<file path="config.mk">
export PLATFORM = sky130hd
export DESIGN_NAME = program_loader_flat
export DESIGN_NICKNAME = d
export VERILOG_FILES = /design/src/rtl/program_loader_if.sv /design/src/rtl/program_loader.sv /design/src/flat_wrapper.sv
export SDC_FILE = /design/constraint.sdc
export NUM_CORES = 1
export LEC_CHECK = 0
export CAP_MARGIN = 0
export CORE_AREA = 2 2 131 120
export DETAILED_ROUTE_END_ITERATION = 10
export DIE_AREA = 0 0 133 122
export DONT_BUFFER_PORTS = 1
export PLACE_DENSITY = 0.54
export SYNTH_ARGS = -nofsm -noshare
export SYNTH_HDL_FRONTEND = slang
export SYNTH_SLANG_ARGS = --single-unit
</file>
<file path="constraint.sdc">
create_clock -name clk -period 3.2 [get_ports clk]
set_clock_uncertainty 0.15 [all_clocks]
set_input_delay 0.8 -clock clk [delete_from_list [all_inputs] [get_ports clk]]
set_output_delay 0.8 -clock clk [all_outputs]
set_load 0.02 [all_outputs]
</file>
<file path="src/rtl/program_loader_if.sv">
// Boot byte stream (host -> loader) and instruction-memory write port (loader -> imem).
// The loader takes the slave modport; the host/testbench side takes master.
interface program_loader_if #(
    parameter int ADDR_W = 32
);
    logic              byte_valid;
    logic [7:0]        byte_data;
    logic              byte_ready;
    logic              im_we;
    logic [ADDR_W-1:0] im_addr;
    logic [31:0]       im_wdata;

    modport master (
        output byte_valid, byte_data,
        input  byte_ready, im_we, im_addr, im_wdata
    );

    modport slave (
        input  byte_valid, byte_data,
        output byte_ready, im_we, im_addr, im_wdata
    );
endinterface

</file>
<file path="src/rtl/program_loader.sv">
// Boot loader: byte stream (16-bit count, LE words, 8-bit sum) -> sequential imem writes from 0.
// A write lands the cycle after a word's last byte; byte_ready is decoded from state only.
module program_loader #(
    parameter int DEPTH_WORDS = 256,
    parameter int ADDR_W      = 32
) (
    input  logic            clk,
    input  logic            rst_n,
    input  logic            start,
    program_loader_if.slave bus,
    output logic            cpu_run,
    output logic            load_done,
    output logic            load_error
);
    typedef enum logic [2:0] {
        S_IDLE,
        S_HDR0,
        S_HDR1,
        S_DATA,
        S_CSUM,
        S_DONE,
        S_ERROR
    } state_t;

    localparam logic [16:0] DEPTH_LIM = 17'(DEPTH_WORDS);

    state_t      state;
    state_t      state_nxt;
    logic [15:0] count;
    logic [15:0] word_idx;
    logic [1:0]  lane;
    logic [23:0] word_buf;
    logic [7:0]  acc;
    logic [15:0] hdr_count;
    logic        accept;
    logic        last_word;
    logic        relaunch;

    assign accept    = bus.byte_valid && bus.byte_ready;
    assign hdr_count = {bus.byte_data, count[7:0]};
    assign last_word = (word_idx + 16'd1) == count;
    assign relaunch  = start && (state == S_IDLE || state == S_DONE || state == S_ERROR);

    always_ff @(posedge clk) begin
        if (!rst_n) begin
            state <= S_IDLE;
        end else begin
            state <= state_nxt;
        end
    end

    always_comb begin
        state_nxt = state;
        case (state)
            S_IDLE:  if (start) state_nxt = S_HDR0;
            S_HDR0:  if (accept) state_nxt = S_HDR1;
            S_HDR1: begin
                if (accept) begin
                    if ({1'b0, hdr_count} > DEPTH_LIM) begin
                        state_nxt = S_ERROR;
                    end else if (hdr_count == 16'd0) begin
                        state_nxt = S_CSUM;
                    end else begin
                        state_nxt = S_DATA;
                    end
                end
            end
            // The final word's write cycle overlaps CSUM, so the checksum byte needs no bubble.
            S_DATA:  if (accept && lane == 2'd3 && last_word) state_nxt = S_CSUM;
            S_CSUM:  if (accept) state_nxt = (bus.byte_data == acc) ? S_DONE : S_ERROR;
            S_DONE:  if (start) state_nxt = S_HDR0;
            S_ERROR: if (start) state_nxt = S_HDR0;
            default: state_nxt = S_IDLE;
        endcase
    end

    always_comb begin
        bus.byte_ready = (state == S_HDR0) || (state == S_HDR1) ||
                         (state == S_DATA) || (state == S_CSUM);
    end

    always_ff @(posedge clk) begin
        if (!rst_n) begin
            count        <= '0;
            word_idx     <= '0;
            lane         <= '0;
            word_buf     <= '0;
            acc          <= '0;
            bus.im_we    <= 1'b0;
            bus.im_addr  <= '0;
            bus.im_wdata <= '0;
            cpu_run      <= 1'b0;
            load_done    <= 1'b0;
            load_error   <= 1'b0;
        end else begin
            bus.im_we  <= 1'b0;
            cpu_run    <= (state == S_DONE) && !start;
            load_done  <= (state == S_DONE) && !start;
            load_error <= (state == S_ERROR) && !start;
            if (relaunch) begin
                word_idx <= '0;
                acc      <= '0;
                lane     <= '0;
            end
            if (accept) begin
                case (state)
                    S_HDR0: count[7:0]  <= bus.byte_data;
                    S_HDR1: count[15:8] <= bus.byte_data;
                    S_DATA: begin
                        acc  <= acc + bus.byte_data;
                        lane <= lane + 2'd1;
                        case (lane)
                            2'd0: word_buf[7:0]   <= bus.byte_data;
                            2'd1: word_buf[15:8]  <= bus.byte_data;
                            2'd2: word_buf[23:16] <= bus.byte_data;
                            default: begin
                                bus.im_we    <= 1'b1;
                                bus.im_wdata <= {bus.byte_data, word_buf};
                                bus.im_addr  <= ADDR_W'({word_idx, 2'b00});
                                word_idx     <= word_idx + 16'd1;
                            end
                        endcase
                    end
                    default: ;
                endcase
            end
        end
    end
endmodule

</file>
<file path="src/flat_wrapper.sv">
// flat-port wrapper written by rule: the top's interface ports become plain ports
module program_loader_flat 
#(
    parameter int DEPTH_WORDS = 256,
    parameter int ADDR_W      = 32
)
  (clk, rst_n, start, cpu_run, load_done, load_error, bus_byte_valid, bus_byte_data, bus_byte_ready, bus_im_we, bus_im_addr, bus_im_wdata);
  program_loader_if #(.ADDR_W(ADDR_W)) bus_i ();
  input  logic clk;
  input  logic rst_n;
  input  logic start;
  output logic cpu_run;
  output logic load_done;
  output logic load_error;
  input wire logic [$bits(bus_i.byte_valid)-1:0] bus_byte_valid;
  input wire logic [$bits(bus_i.byte_data)-1:0] bus_byte_data;
  output wire logic [$bits(bus_i.byte_ready)-1:0] bus_byte_ready;
  output wire logic [$bits(bus_i.im_we)-1:0] bus_im_we;
  output wire logic [$bits(bus_i.im_addr)-1:0] bus_im_addr;
  output wire logic [$bits(bus_i.im_wdata)-1:0] bus_im_wdata;
  assign bus_i.byte_valid = bus_byte_valid;
  assign bus_i.byte_data = bus_byte_data;
  assign bus_byte_ready = bus_i.byte_ready;
  assign bus_im_we = bus_i.im_we;
  assign bus_im_addr = bus_i.im_addr;
  assign bus_im_wdata = bus_i.im_wdata;
  program_loader #(.DEPTH_WORDS(DEPTH_WORDS), .ADDR_W(ADDR_W)) u_core (.clk(clk), .rst_n(rst_n), .start(start), .bus(bus_i), .cpu_run(cpu_run), .load_done(load_done), .load_error(load_error));
endmodule
</file>
==> summary.md, run 1 <==
| Metric | Value |
|---|---|
| Netlist cell types | 53 |
| Placer congestion estimate | 0.902 |
| Tightest Hold Check Type | in2reg |
| Total number of yosys warnings | 0 |
| Pin count of the biggest net entering global routing | 116 |
| Crit end category | flop |
| Vias in the first global route | 4430 |
| Mapped Area | 5840 sq um |
| Initial Utilization | 38.9% |
| Final setup fails | 0 |
| Worst Max-Slew Pin Slew | 0.789 ns |
| Synth Flop Type | dfxtp_1 |
| IO buf count | 0 |
| Crit path kind | reg2reg |
| Post-CTS sizing | 0 |
| ANT nets after route | 0 |
| Gr ovfl total | 0 |
| Most common cell after layout, fill and taps aside | nand2_1 |
| Synth Register Bits | 120 |
| CTS sink cnt | 120 |
| Hold Worst Slack | 0.302 ns |
| Number of synthesized flops with an enable pin | 0 |
| Slew Viols, Final | 0 |
| Total CTS buffers | 17 |
| Setup bufs post-CTS | 0 |
| Final Cycle Share | 81.0% |
| Die ar. | 16200 sq um |
| Top Ports | 81 |
| Max VDD drop | 0.000431 V |
| Via count | 4646 |
| Critical Path Source Type | flop |
| H-tree levels | 4 |
| Setup TNS | 0 ns |
| Die height | 122 um |
| Area growth from synthesis to layout | 11.8% |
| Via density | 5.10 |
| Clock transition at path regs | 0.06 ns |
| Synth Area per Inst | 8.08 sq um |
| Max Freq | 386 MHz |
| Core Box Area | 15000 sq um |
| WL/cell | 15.5 um |
| CP Data Arrival Time | 2.79 ns |
| WL final | 14100 um |
| Seq/Total Area, Yosys | 41.2% |
| Die Wd | 133 um |
| Req. time, crit path | 3.40 ns |
| PD cells | 656 nW/um^2 |
| Layout cells sized above 1 | 6.91% |
| Global-route wire length before repair | 22900 um |
| Post-DP HPWL | 9590 um |
| Initial antenna violation count | 0 |
| Worst-Skew Late Latency | 0.43 ns |
| Root Buffer | clkbuf_16 |
| All-Layer GR Usage | 18.0% |
| Most frequent cells in the layout | 181 x nand2_1, 120 x dfxtp_1, 90 x a21boi_0, 34 x nand3_1, 29 x o21ai_0 |
| Cells after Synth | 722 |
| Asr flop ratio synth | 0% |
| # DRC | 0 |
| Hold_buf cts | 0 |
| Lkg Pwr | 2.27 nW |
| Minimum clock period | 2.59 ns |
| Nets | 722 |
| Deepest clock path buffer count | 2 |
| Final hold viol count | 0 |
| Initial DRT Pass Iterations | 6 |
| Slew HR | 47.4% |
| Max cap viols | 0 |
| Crit Path Max Fanout | 8 |
| Status | completed |
| DRC marker count from the first detailed-route iteration | 235 |
| RSZ-0062 raised after global routing | false |
| Row count | 43 |
| CTS tree | done |
| Antenna cells | 0 |
critical path: stages, from the launching register on:
cell     delay [ns]
dfxtp_1        0.47
ha_1           0.32
and3_1         0.32
nand4_1        0.21
xnor2_1        0.27
nand3_1        0.12
o31ai_2        0.43
mux2i_1        0.22
metal layers:
layer  routed length, um  up-vias  GRT usage (%)
met4                 227        0           7.73
met1                6990     2168           23.4
met2                6120       93           27.1
met3                 767       22           6.24
met5                   0        -              0
li1                    -     2363              -
synthesized netlist by cell type (3+ instances only):
master	number	share of area (%)
a21boi_0	90	12
a21oi_1	17	1.5
a22oi_1	7	0.90
a31oi_1	4	0.43
and3_1	5	0.54
buf_1	3	0.19
buf_2	20	1.7
buf_4	18	2.3
clkbuf_1	25	1.6
dfxtp_1	120	41
ha_1	13	2.8
inv_1	15	0.96
nand2_1	182	12
nand2b_1	5	0.54
nand3_1	34	2.9
nand3b_1	3	0.39
nand4_1	7	0.75
nor2_1	21	1.4
nor2b_1	20	2.1
nor3_1	11	0.94
nor4_1	8	0.86
o21ai_0	29	2.5
xnor2_1	20	3.0
xor2_1	9	1.4
cells by family (layout without fill, tap and decap cells):
group / Yosys count / after routing / share of synthesized area, %
fa+ha+maj: 14 / 14 / 3.13
flops: 120 / 120 / 41.2
other cells: 1 / 16 / 0.0642
buf+inv: 81 / 53 / 6.80
compound gates: 168 / 168 / 19.9
simple gates: 306 / 306 / 24.0
xor+xnor: 29 / 29 / 4.35
mux: 3 / 3 / 0.536
registers in the layout (all words and copies together) (netlist names):
| register | flops |
|---|---|
| u_core.bus.im_wdata | 32 |
| u_core.word_buf | 24 |
| u_core.bus.im_addr | 16 |
| u_core.count | 16 |
| u_core.word_idx | 16 |
| u_core.acc | 8 |
| u_core.state | 3 |
| u_core.lane | 2 |
| u_core.bus.im_we | 1 |
| u_core.cpu_run | 1 |
| u_core.load_error | 1 |
cell type report:
cell class / count / area, sq um
repair buffers: 6 / 45.0
clock buffers: 22 / 484
multi-input cells: 536 / 3100
fillers: 1511 / 8480
flip-flops and latches: 120 / 2400
clock inverters: 10 / 189
inverters: 15 / 56.3
well taps: 202 / 253
final timing paths:
path / from / endpoint / slack [ns] / depth (start not counted)
worst max-delay path: u_core.word_idx[0] / u_core.state[1] / 0.61 / 7
worst min-delay path: start / u_core.load_error / 0.30 / 1
worst max register to register: u_core.word_idx[0] / u_core.state[1] / 0.61 / 7
worst min register to register: u_core.word_buf[14] / u_core.word_buf[14] / 0.31 / 2
report_power, final:
part           internal (W)  switching (W)
Combinational      0.000193       0.000308
Sequential          0.00154      0.0000725
Clock               0.00147       0.000697
stage by stage:
step	util, %	instances	total power (W)	cell area (sq um)	setup slack [ns]
global placement	39.0	879	0.00213	5850	0.378
detailed placement	39.0	879	0.00214	5850	0.307
floorplan	-	737	0.00205	5890	0.504
global route	43.5	911	0.00446	6530	0.428
finish	43.5	911	0.00428	6530	0.609
CTS	43.5	911	0.00432	6530	0.604
Power figures use the tool's default switching activity.
==> inputs of run 2 (changes only) <==
==> constraint.sdc (replaced) <==
create_clock -name clk -period 2.7 [get_ports clk]
set_clock_uncertainty 0.15 [all_clocks]
set_input_delay 0.675 -clock clk [delete_from_list [all_inputs] [get_ports clk]]
set_output_delay 0.675 -clock clk [all_outputs]
set_load 0.02 [all_outputs]
==> run 2 against run 1 <==
Effect of this change: register-to-register slack got worse by 0.33 ns; sequential cell count unchanged; critical path type unchanged; routed wire length increased by 1.8%; critical endpoint unchanged.
==> summary.md, run 2 (synthesized netlist as in run 1, its figures left out) <==
| Metric | Value |
|---|---|
| DRC marker count from the first detailed-route iteration | 297 (was 235) |
| Slew Viols, Final | 0 (unchanged) |
| Die ar. | 16200 sq um (unchanged) |
| Tightest Hold Check Type | in2reg (unchanged) |
| Hold_buf cts | 0 (unchanged) |
| Top Ports | 81 (unchanged) |
| Critical Path Source Type | flop (unchanged) |
| Total CTS buffers | 17 (unchanged) |
| Power share of the sequential group | 39.8% (was 37.7%) |
| Worst-Skew Late Latency | 0.42 ns (was 0.43 ns) |
| WL final | 14400 um (was 14100 um) |
| Post-DP HPWL | 9830 um (was 9590 um) |
| CP top delay family | simple AND/OR/NAND/NOR gates (unchanged) |
| IO buf count | 0 (unchanged) |
| Clock transition at path regs | 0.06 ns (about the same) |
| Setup bufs post-CTS | 0 (unchanged) |
| CP Data Arrival Time | 2.62 ns (was 2.79 ns) |
| Crit path kind | reg2reg (unchanged) |
| PD cells | 730 nW/um^2 (was 656 nW/um^2) |
| H-tree levels | 4 (unchanged) |
| Core Box Area | 15000 sq um (unchanged) |
| Pin count of the biggest net entering global routing | 116 (unchanged) |
| Setup TNS | 0 ns (unchanged) |
| Final setup fails | 0 (unchanged) |
| Clk pwr share | 46.8% (was 50.6%) |
| # DRC | 0 (unchanged) |
| Crit Path Max Fanout | 7 (was 8) |
| Crit end category | flop (unchanged) |
| Antenna cells | 0 (unchanged) |
| Status | completed (unchanged) |
| WL/cell | 15.6 um (was 15.5 um) |
| CTS sink cnt | 120 (unchanged) |
| Placed Cells | 890 (was 879) |
| CTS tree | done (unchanged) |
| Max FFs per register | 32 (unchanged) |
| WHS Path Cells | 1 (unchanged) |
| Req. time, crit path | 2.90 ns (was 3.40 ns) |
| Hold Worst Slack | 0.182 ns (was 0.302 ns) |
| Top reg by flops | u_core.bus.im_wdata (unchanged) |
| Initial antenna violation count | 0 (unchanged) |
| Deepest clock path buffer count | 2 (unchanged) |
| Max cap viols | 0 (unchanged) |
| Switch Pwr | 0.00125 W (was 0.00108 W) |
| Global-route wire length before repair | 23400 um (was 22900 um) |
| Pint | 0.00351 W (was 0.00320 W) |
| Combinational fraction of design power | 13.4% (was 11.7%) |
| Switching Fraction | 26.2% (was 25.2%) |
| RSZ-0062 raised after global routing | false (unchanged) |
| Lkg Pwr | 2.29 nW (was 2.27 nW) |
| Area growth from synthesis to layout | 11.6% (was 11.8%) |
| ANT nets after route | 0 (unchanged) |
| Via density | 5.12 (was 5.10) |
| Minimum clock period | 2.42 ns (was 2.59 ns) |
| Final Cycle Share | 89.7% (was 81.0%) |
| Die height | 122 um (unchanged) |
| Most frequent cells in the layout | 181 x nand2_1, 120 x dfxtp_1, 90 x a21boi_0, 34 x nand3_1, 29 x o21ai_0 (unchanged) |
| Worst Max-Slew Pin Slew | 0.604 ns (was 0.789 ns) |
| Max VDD drop | 0.000428 V (was 0.000431 V) |
| Dpl ws | -0.0434 ns (was 0.307 ns) |
| Row count | 43 (unchanged) |
| Slowest stage delay, CP | 0.42 ns (was 0.47 ns) |
| Via count | 4708 (was 4646) |
| Crit-path slowest cell | dfxtp_1 (unchanged) |
| Final hold viol count | 0 (unchanged) |
| CP dominant cell by count | nand4_1 |
| All-Layer GR Usage | 18.4% (was 18.0%) |
| CP Depth | 7 (unchanged) |
| Max Freq | 413 MHz (was 386 MHz) |
| CP Buf/Inv Count | 0 (unchanged) |
| Most common cell after layout, fill and taps aside | nand2_1 (unchanged) |
| Gr ovfl total | 0 (unchanged) |
| Reg2reg path depth | 7 (unchanged) |
| Die Wd | 133 um (unchanged) |
| Nets | 733 (was 722) |
| Initial Utilization | 38.9% (unchanged) |
| Initial DRT Pass Iterations | 4 (was 6) |
| Root Buffer | clkbuf_16 (unchanged) |
| Layout cells sized above 1 | 8.22% (was 6.91%) |
| Slew HR | 59.6% (was 47.4%) |
| Final worst slack | 0.279 ns (was 0.609 ns) |
| Placer congestion estimate | 0.896 (was 0.902) |
| Crit-path cells | nand4_1 > nor2_1 > nand2_1 > xnor2_1 > nand4_1 > o31ai_2 > mux2i_1 (was ha_1 > and3_1 > nand4_1 > xnor2_1 > nand3_1 > o31ai_2 > mux2i_1) |
| Vias in the first global route | 4505 (was 4430) |
| Final std cells w/o fill | 920 (was 911) |
| Largest registers | u_core.bus.im_wdata: 32 flops, u_core.word_buf: 24 flops (unchanged) |
| Post-CTS sizing | 0 (unchanged) |
run 2: power by group through the flow:
stage	clock network (W)	registers (W)	logic, W
2_1_floorplan	0	0.00190	0.000530
3_3_place_gp	0	0.00193	0.000629
3_5_place_dp	0	0.00193	0.000636
4_1_cts	0.00227	0.00190	0.000641
5_1_grt	0.00235	0.00191	0.000710
6_report	0.00223	0.00190	0.000637
run 2: area by class of cell:
class | count | area, sq um
fill | 1553 | 8490
multi-input combinational | 536 | 3100
sequential | 120 | 2400
clock buffer | 21 | 480
tap | 202 | 253
timing repair buffer | 17 | 128
clock inverter | 9 | 98.8
inverter | 15 | 56.3
run 2: final timing paths:
check	start	end	slack (ns)
max	u_core.word_idx[1]	u_core.state[1]	0.28
min	start	u_core.cpu_run	0.18
max reg2reg	u_core.word_idx[1]	u_core.state[1]	0.28
min reg2reg	u_core.word_buf[14]	u_core.word_buf[14]	0.31
run 2: metal layers:
metal	wire [um]	GRT usage (%)	vias to the layer above
li1	-	-	2384
met1	6920	24.7	2185
met2	6230	27.9	117
met3	969	5.29	22
met4	231	7.06	0
met5	0	0	-
run 2: through the flow:
step                      cell area (sq um)  total power [W]  util [%]
after floorplan                        5890          0.00243         -
after global placement                 5940          0.00256      39.6
after detailed placement               5940          0.00257      39.6
after CTS                              6520          0.00481      43.4
after global routing                   6520          0.00496      43.4
final                                  6520          0.00476      43.4
==> inputs of run 3 (changes only) <==
==> constraint.sdc (replaced) <==
create_clock -name clk -period 3 [get_ports clk]
set_clock_uncertainty 0.15 [all_clocks]
set_input_delay 0.75 -clock clk [delete_from_list [all_inputs] [get_ports clk]]
set_output_delay 0.75 -clock clk [all_outputs]
set_load 0.02 [all_outputs]
==> run 3 against run 2 <==
Effect of this change: combinational power shrank 17%; first-iteration DRC count is 17% lower; via count rose by 0.23%; critical endpoint is now u_core.acc[7]; sequential power decreased by 9%; count of clock-buffer cells in the layout shrank 1; highest routed layer unchanged; hold slack better by 0.071 ns; critical path type unchanged; largest cell class unchanged.
==> summary.md, run 3 (synthesized netlist as in run 1, its figures left out) <==
| Metric | Value |
|---|---|
| Status | completed (unchanged) |
| ANT nets after route | 0 (unchanged) |
| Clock transition at path regs | 0.06 ns (about the same) |
| Lkg Pwr | 2.21 nW (was 2.29 nW) |
| IO buf count | 0 (unchanged) |
| All-Layer GR Usage | 18.2% (was 18.4%) |
| Post-CTS sizing | 0 (unchanged) |
| Die height | 122 um (unchanged) |
| CTS sink cnt | 120 (unchanged) |
| Post-DP HPWL | 9680 um (was 9830 um) |
| Slew HR | 53.4% (was 59.6%) |
| Gr ovfl total | 0 (unchanged) |
| Antenna cells | 0 (unchanged) |
| Die Wd | 133 um (unchanged) |
| RSZ-0062 raised after global routing | false (unchanged) |
| Top reg by flops | u_core.bus.im_wdata (unchanged) |
| Pin count of the biggest net entering global routing | 116 (unchanged) |
| Crit Path Max Fanout | 3 (was 7) |
| Critical Path Source Type | flop (unchanged) |
| Clk pwr share | 45.7% (was 46.8%) |
| Wire length on met2 | 6180 um (was 6230 um) |
| Placer congestion estimate | 0.873 (was 0.896) |
| Max FFs per register | 32 (unchanged) |
| CTS tree | done (unchanged) |
| Switching Fraction | 27.6% (was 26.2%) |
| Nets | 725 (was 733) |
| Top layer in use | met4 (unchanged) |
| Via density | 5.16 (was 5.12) |
| Worst Max-Slew Pin Slew | 0.699 ns (was 0.604 ns) |
| Setup bufs post-CTS | 0 (unchanged) |
| Met3 WL | 962 um (was 969 um) |
| Root Buffer | clkbuf_16 (unchanged) |
| Power share of the sequential group | 41.6% (was 39.8%) |
| Post-layout util | 42.9% (was 43.4%) |
| Die ar. | 16200 sq um (unchanged) |
| Worst-Skew Late Latency | 0.42 ns (about the same) |
| Setup TNS | 0 ns (unchanged) |
| Pint | 0.00300 W (was 0.00351 W) |
| Req. time, crit path | 3.20 ns (was 2.90 ns) |
| Most common cell after layout, fill and taps aside | nand2_1 (unchanged) |
| Core Box Area | 15000 sq um (unchanged) |
| PD cells | 644 nW/um^2 (was 730 nW/um^2) |
| Max cap viols | 0 (unchanged) |
| Total CTS buffers | 17 (unchanged) |
| Most frequent cells in the layout | 181 x nand2_1, 120 x dfxtp_1, 90 x a21boi_0, 34 x nand3_1, 29 x o21ai_0 (unchanged) |
| Minimum clock period | 2.57 ns (was 2.42 ns) |
| # DRC | 0 (unchanged) |
| Crit end category | flop (unchanged) |
| Via count | 4719 (was 4708) |
| Vias in the first global route | 4383 (was 4505) |
| Crit path kind | reg2reg (unchanged) |
| Max VDD drop | 0.000451 V (was 0.000428 V) |
| Initial antenna violation count | 0 (unchanged) |
| Max Freq | 389 MHz (was 413 MHz) |
| Row count | 43 (unchanged) |
| Tightest Hold Check Type | in2reg (unchanged) |
| Layout cells sized above 1 | 7.16% (was 8.22%) |
| Switch Pwr | 0.00114 W (was 0.00125 W) |
| Metal-1 WL | 6790 um (was 6920 um) |
| Top Ports | 81 (unchanged) |
| Global-route wire length before repair | 23000 um (was 23400 um) |
| Area growth from synthesis to layout | 10.3% (was 11.6%) |
| Final hold viol count | 0 (unchanged) |
| DRC marker count from the first detailed-route iteration | 247 (was 297) |
| Largest registers | u_core.bus.im_wdata: 32 flops, u_core.word_buf: 24 flops (unchanged) |
| CP Data Arrival Time | 2.78 ns (was 2.62 ns) |
| Slew Viols, Final | 0 (unchanged) |
| H-tree levels | 4 (unchanged) |
| Final Cycle Share | 85.8% (was 89.7%) |
| WL/cell | 15.5 um (was 15.6 um) |
| Deepest clock path buffer count | 2 (unchanged) |
| Initial DRT Pass Iterations | 7 (was 4) |
| Hold_buf cts | 0 (unchanged) |
| Initial Utilization | 38.9% (unchanged) |
| Final setup fails | 0 (unchanged) |
| WL final | 14100 um (was 14400 um) |
| Combinational fraction of design power | 12.7% (was 13.4%) |
[run 3: critical path, stage by stage (launching register included)]
cell,delay (ns)
dfxtp_1,0.33
ha_1,0.29
a21o_1,0.18
a21oi_1,0.24
o21ai_0,0.15
a2111oi_0,0.61
o211ai_1,0.21
a21o_1,0.21
a21boi_1,0.14
[run 3: power by group through the flow]
| stage | clock network [W] | logic (W) | registers (W) |
|---|---|---|---|
| floorplan | 0 | 0.000477 | 0.00171 |
| global placement | 0 | 0.000523 | 0.00175 |
| detailed placement | 0 | 0.000528 | 0.00176 |
| CTS | 0.00194 | 0.000529 | 0.00172 |
| global route | 0.00201 | 0.000591 | 0.00173 |
| finish | 0.00189 | 0.000528 | 0.00172 |
[run 3: per-layer routing]
layer | vias up | global-route usage [%]
li1 | 2380 | -
met1 | 2186 | 24.8
met2 | 136 | 26.6
met3 | 17 | 5.66
met4 | 0 | 7.59
met5 | - | 0
[run 3: worst paths after layout]
| check | depth (start not counted) | slack [ns] | start | endpoint |
|---|---|---|---|---|
| worst max-delay path | 8 | 0.43 | u_core.acc[1] | u_core.acc[7] |
| worst min-delay path | 1 | 0.25 | start | u_core.cpu_run |
| worst min register to register | 2 | 0.31 | u_core.word_buf[14] | u_core.word_buf[14] |
| worst max register to register | 8 | 0.43 | u_core.acc[1] | u_core.acc[7] |
[run 3: area by class of cell]
class	instances	area, sq um
tap	202	253
clock inverter	12	104
timing repair buffer	9	80.1
fill	1529	8570
multi-input combinational	536	3100
sequential	120	2400
clock buffer	20	447
inverter	15	56.3
[run 3: metrics by stage]
step | cell area, sq um | total power [W] | instances | worst slack, ns | hold slack [ns]
floorplan | 5890 | 0.00218 | 737 | 0.354 | 0.291
global placement | 5890 | 0.00228 | 882 | 0.225 | 0.304
detailed placement | 5890 | 0.00228 | 882 | 0.112 | 0.309
CTS | 6440 | 0.00419 | 914 | 0.524 | 0.240
global route | 6440 | 0.00433 | 914 | 0.330 | 0.245
finish | 6440 | 0.00414 | 914 | 0.426 | 0.253
